$ cat src/rtl/mem_port_arbiter.sv
// Two-requester arbiter for the core's single memory port: data beats instruction,
// one transaction in flight, watchdog converts a silent memory into an error ack.
module mem_port_arbiter #(
  parameter int AW      = 32,
  parameter int DW      = 32,
  parameter int TIMEOUT = 64
) (
  input  logic            clk,
  input  logic            rst,
  input  logic            i_req,
  input  logic [AW-1:0]   i_addr,
  output logic            i_ack,
  output logic [DW-1:0]   i_rdata,
  input  logic            d_req,
  input  logic            d_we,
  input  logic [AW-1:0]   d_addr,
  input  logic [DW-1:0]   d_wdata,
  input  logic [DW/8-1:0] d_be,
  output logic            d_ack,
  output logic [DW-1:0]   d_rdata,
  output logic            err,
  output logic            mem_req,
  output logic            mem_we,
  output logic [AW-1:0]   mem_addr,
  output logic [DW-1:0]   mem_wdata,
  output logic [DW/8-1:0] mem_be,
  input  logic            mem_ack,
  input  logic [DW-1:0]   mem_rdata,
  output logic            stall,
  output logic            bus_error,
  input  logic            clr_error,
  output logic [1:0]      dbg_state
);

  // Handshake: a requester raises req (level) with stable payload and keeps it
  // until its ack pulses for one cycle; the memory side sees mem_req held high
  // with constant mem_* until mem_ack, which completes the access in that cycle.

  localparam int BW = DW / 8;
  localparam int CW = (TIMEOUT > 0) ? $clog2(TIMEOUT + 1) : 1;
  localparam bit WD_EN = (TIMEOUT > 0);
  localparam logic [CW-1:0] CNT_MAX  = CW'(TIMEOUT);
  localparam logic [CW-1:0] CNT_LAST = CW'((TIMEOUT > 0) ? TIMEOUT - 1 : 0);

  typedef enum logic [1:0] {
    IDLE   = 2'd0,
    BUSY_I = 2'd1,
    BUSY_D = 2'd2
  } state_t;

  state_t          state_q, state_d;
  logic            mem_req_q, mem_req_d;
  logic            mem_we_q, mem_we_d;
  logic [AW-1:0]   mem_addr_q, mem_addr_d;
  logic [DW-1:0]   mem_wdata_q, mem_wdata_d;
  logic [BW-1:0]   mem_be_q, mem_be_d;
  logic [DW-1:0]   i_rdata_q, i_rdata_d;
  logic [DW-1:0]   d_rdata_q, d_rdata_d;
  logic [CW-1:0]   wd_cnt_q, wd_cnt_d;
  logic            bus_error_q, bus_error_d;

  logic            busy;
  logic            timeout_hit;
  logic            i_ack_c, d_ack_c, err_c;

  assign busy = (state_q != IDLE);
  // mem_ack arriving on the last allowed cycle takes precedence over the timeout.
  assign timeout_hit = WD_EN && busy && !mem_ack && (wd_cnt_q == CNT_LAST);

  always_comb begin
    state_d     = state_q;
    mem_req_d   = mem_req_q;
    mem_we_d    = mem_we_q;
    mem_addr_d  = mem_addr_q;
    mem_wdata_d = mem_wdata_q;
    mem_be_d    = mem_be_q;
    i_rdata_d   = i_rdata_q;
    d_rdata_d   = d_rdata_q;
    wd_cnt_d    = wd_cnt_q;
    bus_error_d = bus_error_q;
    i_ack_c     = 1'b0;
    d_ack_c     = 1'b0;
    err_c       = 1'b0;

    if (clr_error) begin
      bus_error_d = 1'b0;
    end

    case (state_q)
      IDLE: begin
        wd_cnt_d = '0;
        if (d_req) begin
          state_d     = BUSY_D;
          mem_req_d   = 1'b1;
          mem_we_d    = d_we;
          mem_addr_d  = d_addr;
          mem_wdata_d = d_wdata;
          mem_be_d    = d_be;
        end else if (i_req) begin
          state_d     = BUSY_I;
          mem_req_d   = 1'b1;
          mem_we_d    = 1'b0;
          mem_addr_d  = i_addr;
          mem_wdata_d = '0;
          mem_be_d    = '1;
        end
      end

      BUSY_I, BUSY_D: begin
        if (mem_ack) begin
          i_ack_c   = (state_q == BUSY_I);
          d_ack_c   = (state_q == BUSY_D);
          state_d   = IDLE;
          mem_req_d = 1'b0;
          if (!mem_we_q) begin
            if (state_q == BUSY_I) begin
              i_rdata_d = mem_rdata;
            end else begin
              d_rdata_d = mem_rdata;
            end
          end
        end else if (timeout_hit) begin
          i_ack_c     = (state_q == BUSY_I);
          d_ack_c     = (state_q == BUSY_D);
          err_c       = 1'b1;
          bus_error_d = 1'b1;
          state_d     = IDLE;
          mem_req_d   = 1'b0;
        end else if (wd_cnt_q != CNT_MAX) begin
          wd_cnt_d = wd_cnt_q + 1'b1;
        end
      end

      default: begin
        state_d   = IDLE;
        mem_req_d = 1'b0;
      end
    endcase
  end

  always_ff @(posedge clk or negedge rst) begin
    if (!rst) begin
      state_q     <= IDLE;
      mem_req_q   <= 1'b0;
      mem_we_q    <= 1'b0;
      mem_addr_q  <= '0;
      mem_wdata_q <= '0;
      mem_be_q    <= '0;
      i_rdata_q   <= '0;
      d_rdata_q   <= '0;
      wd_cnt_q    <= '0;
      bus_error_q <= 1'b0;
    end else begin
      state_q     <= state_d;
      mem_req_q   <= mem_req_d;
      mem_we_q    <= mem_we_d;
      mem_addr_q  <= mem_addr_d;
      mem_wdata_q <= mem_wdata_d;
      mem_be_q    <= mem_be_d;
      i_rdata_q   <= i_rdata_d;
      d_rdata_q   <= d_rdata_d;
      wd_cnt_q    <= wd_cnt_d;
      bus_error_q <= bus_error_d;
    end
  end

  assign i_ack     = i_ack_c;
  assign d_ack     = d_ack_c;
  assign err       = err_c;
  assign i_rdata   = i_rdata_q;
  assign d_rdata   = d_rdata_q;
  assign mem_req   = mem_req_q;
  assign mem_we    = mem_we_q;
  assign mem_addr  = mem_addr_q;
  assign mem_wdata = mem_wdata_q;
  assign mem_be    = mem_be_q;
  assign bus_error = bus_error_q;
  assign dbg_state = state_q;
  // Drops in the ack cycle so the control unit advances on that same edge.
  assign stall     = (i_req & ~i_ack_c) | (d_req & ~d_ack_c);

endmodule

$ cat config.mk
export PLATFORM = sky130hd
export DESIGN_NAME = mem_port_arbiter
export DESIGN_NICKNAME = d
export VERILOG_FILES = /design/src/rtl/mem_port_arbiter.sv
export SDC_FILE = /design/constraint.sdc
export NUM_CORES = 1
export LEC_CHECK = 0
export CAP_MARGIN = 10
export CORE_MARGIN = 1.5
export CORE_UTILIZATION = 45
export DETAILED_ROUTE_END_ITERATION = 8
export PLACE_DENSITY = 0.9
export SYNTH_ARGS = -nofsm -noshare
export SYNTH_HDL_FRONTEND = slang
export SYNTH_SLANG_ARGS = --single-unit
$ cat constraint.sdc
create_clock -name clk -period 5.4 [get_ports clk]
set_input_delay 0.81 -clock clk [delete_from_list [all_inputs] [get_ports clk]]
set_output_delay 0.81 -clock clk [all_outputs]
set_load 0.03 [all_outputs]
==> After elaboration in Yosys (flattened, before gate mapping) <==
Index checks and enable logic that the tools add are counted.
{ "word_totals": {"reg_bits": 144, "input_bits": 139, "word_cells": 75} }
{ "classes": {"n_addsub": 1, "eq_ne": 9, "muxes": 35, "bitwise_logic": 7, "n_reduce_logical": 13} }
{ "ops": {"columns": ["operator", "count"], "rows": [
  ["$mux W32", 4],
  ["$mux W7", 3],
  ["$mux W1", 19],
  ["$pmux W7 S2", 1],
  ["$reduce_and A4 Y1", 3],
  ["$mux W2", 4],
  ["$mux W4", 2],
  ["$add A7 B1 Y7 const B", 1],
  ["$eq A7 B6 Y1 const B", 1],
  ["$ne A7 B7 Y1 const B", 1],
  ["$ne A2 B2 Y1 const B", 3],
  ["$ne A3 B3 Y1 const B", 2],
  ["$reduce_bool A2 Y1", 3],
  ["$not A1 Y1", 4],
  ["$pmux W2 S2", 1],
  ["$reduce_and A2 Y1", 2],
  ["$and A1 B1 Y1", 2],
  ["$eq A2 B1 Y1 const B", 1],
  ["$eq A2 B2 Y1 const B", 1],
  ["$logic_and A1 B1 Y1", 2],
  ["$logic_not A2 Y1", 1],
  ["$pmux W1 S2", 1],
  ["$reduce_or A2 Y1", 1],
  ["$logic_not A1 Y1", 1],
  ["$or A1 B1 Y1", 1]
]} }

==> Longest topological paths before layout <==
{ "logic_depth": {"depth_word": 9, "depth_mapped": 7, "mapped_depth_nobuf": 6} }

==> Least setup slack after synthesis <==
No wires, ideal clock.
{ "synth_timing": {"path_kind": "register to output", "start": "reg state_q[0], in the netlist dbg_state[0]", "end": "out stall", "arrival_time_ns": 2.101, "t_required_ns": 4.590, "setup_slack_ns": 2.489, "stages_incl_launch_ff": 7, "n_path_buf": 2, "path_cell_list": "dfrtp_1 inv_1 ha_1 buf_6 clkbuf_1 and3_1 o22ai_1"} }
{ "synth_via": {"elab_chain_cells": 9} }
{ "synth_rtl": {"columns": ["element", "line", "text"], "rows": [
  ["start: declaration", "51", "state_t state_q, state_d;"],
  ["start signal: assignment", "154", "state_q <= state_d;"],
  ["$reduce_bool A2 Y1", "66", "assign busy = (state_q != IDLE);"],
  ["$logic_and A1 B1 Y1 (2 in series)", "68", "assign timeout_hit = WD_EN && busy && !mem_ack && (wd_cnt_q == CNT_LAST);"],
  ["$mux W1", "122", "end else if (timeout_hit) begin"],
  ["$mux W1", "110", "if (mem_ack) begin"],
  ["$mux W1 (*)", "89", "case (state_q)"],
  ["named net d_ack", "19", "output logic d_ack,"],
  ["$not A1 Y1 (*)", "180", "assign stall = (i_req & ~i_ack_c) | (d_req & ~d_ack_c);"],
  ["$and A1 B1 Y1 (*)", "180", null],
  ["$or A1 B1 Y1 (*)", "180", null],
  ["end: declaration", "29", "output logic stall,"]
]} }
Mark *: on every way through the listed nets, which the timed path passes. The rest lies on a longest branch.

==> Final worst setup path <==
{ "layout_timing": {"start": "reg state_q[1], in the netlist dbg_state[1]", "end": "out stall"} }
{ "layout_via": {"elab_chain_cells": 9} }
{ "layout_rtl": {"columns": ["element", "line"], "rows": [
  ["$reduce_bool A2 Y1", "66"],
  ["$logic_and A1 B1 Y1 (2 in series)", "68"],
  ["$mux W1", "122"],
  ["$mux W1", "110"],
  ["$mux W1", "89"],
  ["$not A1 Y1", "180"],
  ["$and A1 B1 Y1", "180"],
  ["$or A1 B1 Y1 (*)", "180"]
]} }
Every way passes the cells marked *; elsewhere a longest branch is shown, timed or not.

==> results.json <==
{
  "seq_power_share_pct": 29.9,
  "start_util_pct": 46.9,
  "finClkSkew_ps": 7.37,
  "place_congestion": 0.828,
  "rows": 41,
  "final_common_cell": "clkdlybuf4s50_1",
  "drive_above_1_share_pct": 15.7,
  "finalSetupTns_ps": 0,
  "fin_hold_ws_ps": 456,
  "cts_resized": 0,
  "core_um2": 12800,
  "critPathCaptureType": "output port",
  "setup_violations": 0,
  "p_clk_share_pct": 20.0,
  "tightest_slew_ps": 910,
  "nFillCells": 812,
  "grt_most_used_layer": "met2",
  "switching_share_pct": 40.1,
  "cts_setup_buffers": 0,
  "clockBufferDepth": 2,
  "synth_area_leader_cell": "dfrtp_1",
  "min_period_over_period_pct": 67.6,
  "ys_types": 48,
  "grt_pass1_vias": 5212,
  "maxSlewViolCount": 0,
  "netlist.area_leader.share_pct": 60.2,
  "first_pass_iters": 4,
  "final_nets": 868,
  "setup_ws_ps": 1750,
  "internal_power_w": 0.00376,
  "cp_max_fo": 12,
  "avgSynthCellArea_um2": 13.3,
  "cts_made_buffers": 17,
  "synth_area_um2": 5980,
  "synthesis.nets": 594,
  "use_met1_pct": 27.3,
  "drc_errors": 0,
  "grt_max_degree": 101,
  "ys.warnings.count": 0,
  "num_vias": 4746,
  "grt_usage_pct": 25.1,
  "die_w_um": 118,
  "hold_viol_final": 0,
  "diodes": 0,
  "worstPathRequired_ps": 4590,
  "p_comb_share_pct": 50.1,
  "die_y_um": 118,
  "synth_seq_cells": 144,
  "maxCapViolations": 0,
  "grt_overflow": 0,
  "fin_crit_ps": 3650,
  "hold_path_class": "input port to asynchronous set/reset pin",
  "grtUsageMet3_pct": 5.69,
  "slew_headroom_pct": 39.3,
  "mostFrequentLayoutCells": "277 x clkdlybuf4s50_1, 144 x dfrtp_1, 63 x mux2_2",
  "path_clk_slew_ps": 60,
  "antenna_found_initial": 0,
  "hpwl_mm": 12.4,
  "outcome": "finished clean",
  "p_leak_nw": 4.12,
  "final_cell_area_um2": 9530,
  "cts_hold_buf": 0,
  "ys_seq_area_share_pct": 60.2,
  "met2_usage_pct": 44.0,
  "io_buffers": 279,
  "drt_iter0_drc": 211,
  "ctsHtreeMaxLevel": 4,
  "start_kind": "flop",
  "cts_tree": "done",
  "synth_area_leaders": "dfrtp_1 60%, mux2_2 12%, mux2i_1 5.4%, a22o_1 5.0%, o21ai_0 2.7%",
  "grt_pass1_wl_mm": 27.0,
  "synthToLayoutAreaGrowth_pct": 59.2,
  "pre_cts_ws_ps": 1920,
  "via_per_inst": 5.22,
  "rsz0062_at_grt": "no",
  "io_pins": 280,
  "placed_cell_area_um2": 8860,
  "netlist_instances": 450,
  "max_freq_mhz": 274,
  "critPathKind": "flop to output port",
  "vdd_ir_drop_max_uv": 390,
  "ant_nets": 0,
  "switchingPower_w": 0.00252,
  "root_buffer": "clkbuf_16",
  "power.density_nw_per_um2": 659,
  "post_drt_wl_per_cell_um": 18.8,
  "cts.sinks": 144,
  "wl_mm": 17.1,
  "die-area_um2": 14000,
  "worstPathArrival_ps": 2840,
  "clk-insertion-delay-late_ps": 420
}
-- cell type report --
type                       instances  area (µm²)  area share [%]
clock buffer                      20         457            4.79
clock inverter                    12         181            1.90
inverter                           9        33.8           0.355
multi-input combinational        268        2190            23.0
sequential                       144        3600            37.8
tap                              172         215            2.26
timing repair buffer             284        2840            29.8
-- Yosys cell counts (all sizes together) --
cell,count
and2b,2
mux2i,32
o22a,5
ha,5
a211o,1
and4,1
a21o,4
o21ai,34
nand2,42
nand4,4
nor4b,1
a21oi,4
a211oi,1
a22o,35
or3b,1
o22ai,3
a2111oi,1
and3,4
nand3,3
clkbuf,11
and2,2
nor3b,1
nand4b,1
o211ai,3
a21boi,1
nor2,4
dfrtp,144
nor2b,2
and4b,1
a31oi,1
and4bb,1
o21a,1
mux2,64
inv,9
buf,18
nand3b,1
a41oi,1
a41o,1
-- path summary, 6_finish.rpt --
check | endpoint | startpoint | slack, ps | cells after the start
max in group asynchronous | mem_wdata[4] | rst | 3760 | 2
max reg2reg | d_rdata[20] | dbg_state[1] | 2750 | 4
min reg2reg | mem_addr[12] | mem_addr[12] | 480 | 2
max | stall | dbg_state[1] | 1750 | 7
min | mem_addr[30] | rst | 460 | 1
min in group clk | mem_addr[12] | mem_addr[12] | 480 | 2
-- per-layer routing --
layer / wire length, µm / vias to the layer above
met5: 0 / -
met4: 952 / 0
met3: 903 / 59
met2: 8900 / 199
met1: 6380 / 2316
li1: - / 2172
-- logic make-up after synthesis --
| group | after synthesis | synth area share, % |
|---|---|---|
| AO/OA/AOI/OAI | 96 | 11.8 |
| multiplexers | 96 | 17.4 |
| AND/OR/NAND/NOR | 71 | 6.25 |
| buffers and inverters | 38 | 3.32 |
| adder cells (fa/ha/maj) | 5 | 1.05 |
| flip-flops | 144 | 60.2 |
-- power by group through the flow --
stage               Combinational, W  Sequential (W)  Clock (W)
finish                       0.00314         0.00188    0.00125
global route                 0.00329         0.00193    0.00132
CTS                          0.00316         0.00188    0.00127
detailed placement           0.00314         0.00188          0
global placement             0.00307         0.00185          0
floorplan                   0.000839         0.00281          0
-- critical path, cell delays in order (launching register included) --
cell	delay, ps
dfrtp_1	430
inv_1	110
ha_1	500
nor3b_4	140
a21o_1	220
and3_1	200
o22ai_1	140
clkdlybuf4s50_1	680
-- per-stage QoR --
stage,util (%),power (W),std cells
after detailed placement,69.4,0.00502,876
final,74.6,0.00627,909
after floorplan,-,0.00365,450
after global placement,69.4,0.00492,876
after CTS,74.4,0.00630,908
after global routing,74.6,0.00655,909
-- state kept, by name (all words and copies together), names as in the netlist --
register and cells:
mem_req 1, wd_cnt_q 7, mem_addr 32, mem_we 1, d_rdata 32, i_rdata 32, mem_wdata 32, bus_error 1
mem_be 4, dbg_state 2
No activity file was read; power rests on OpenSTA's default activity.
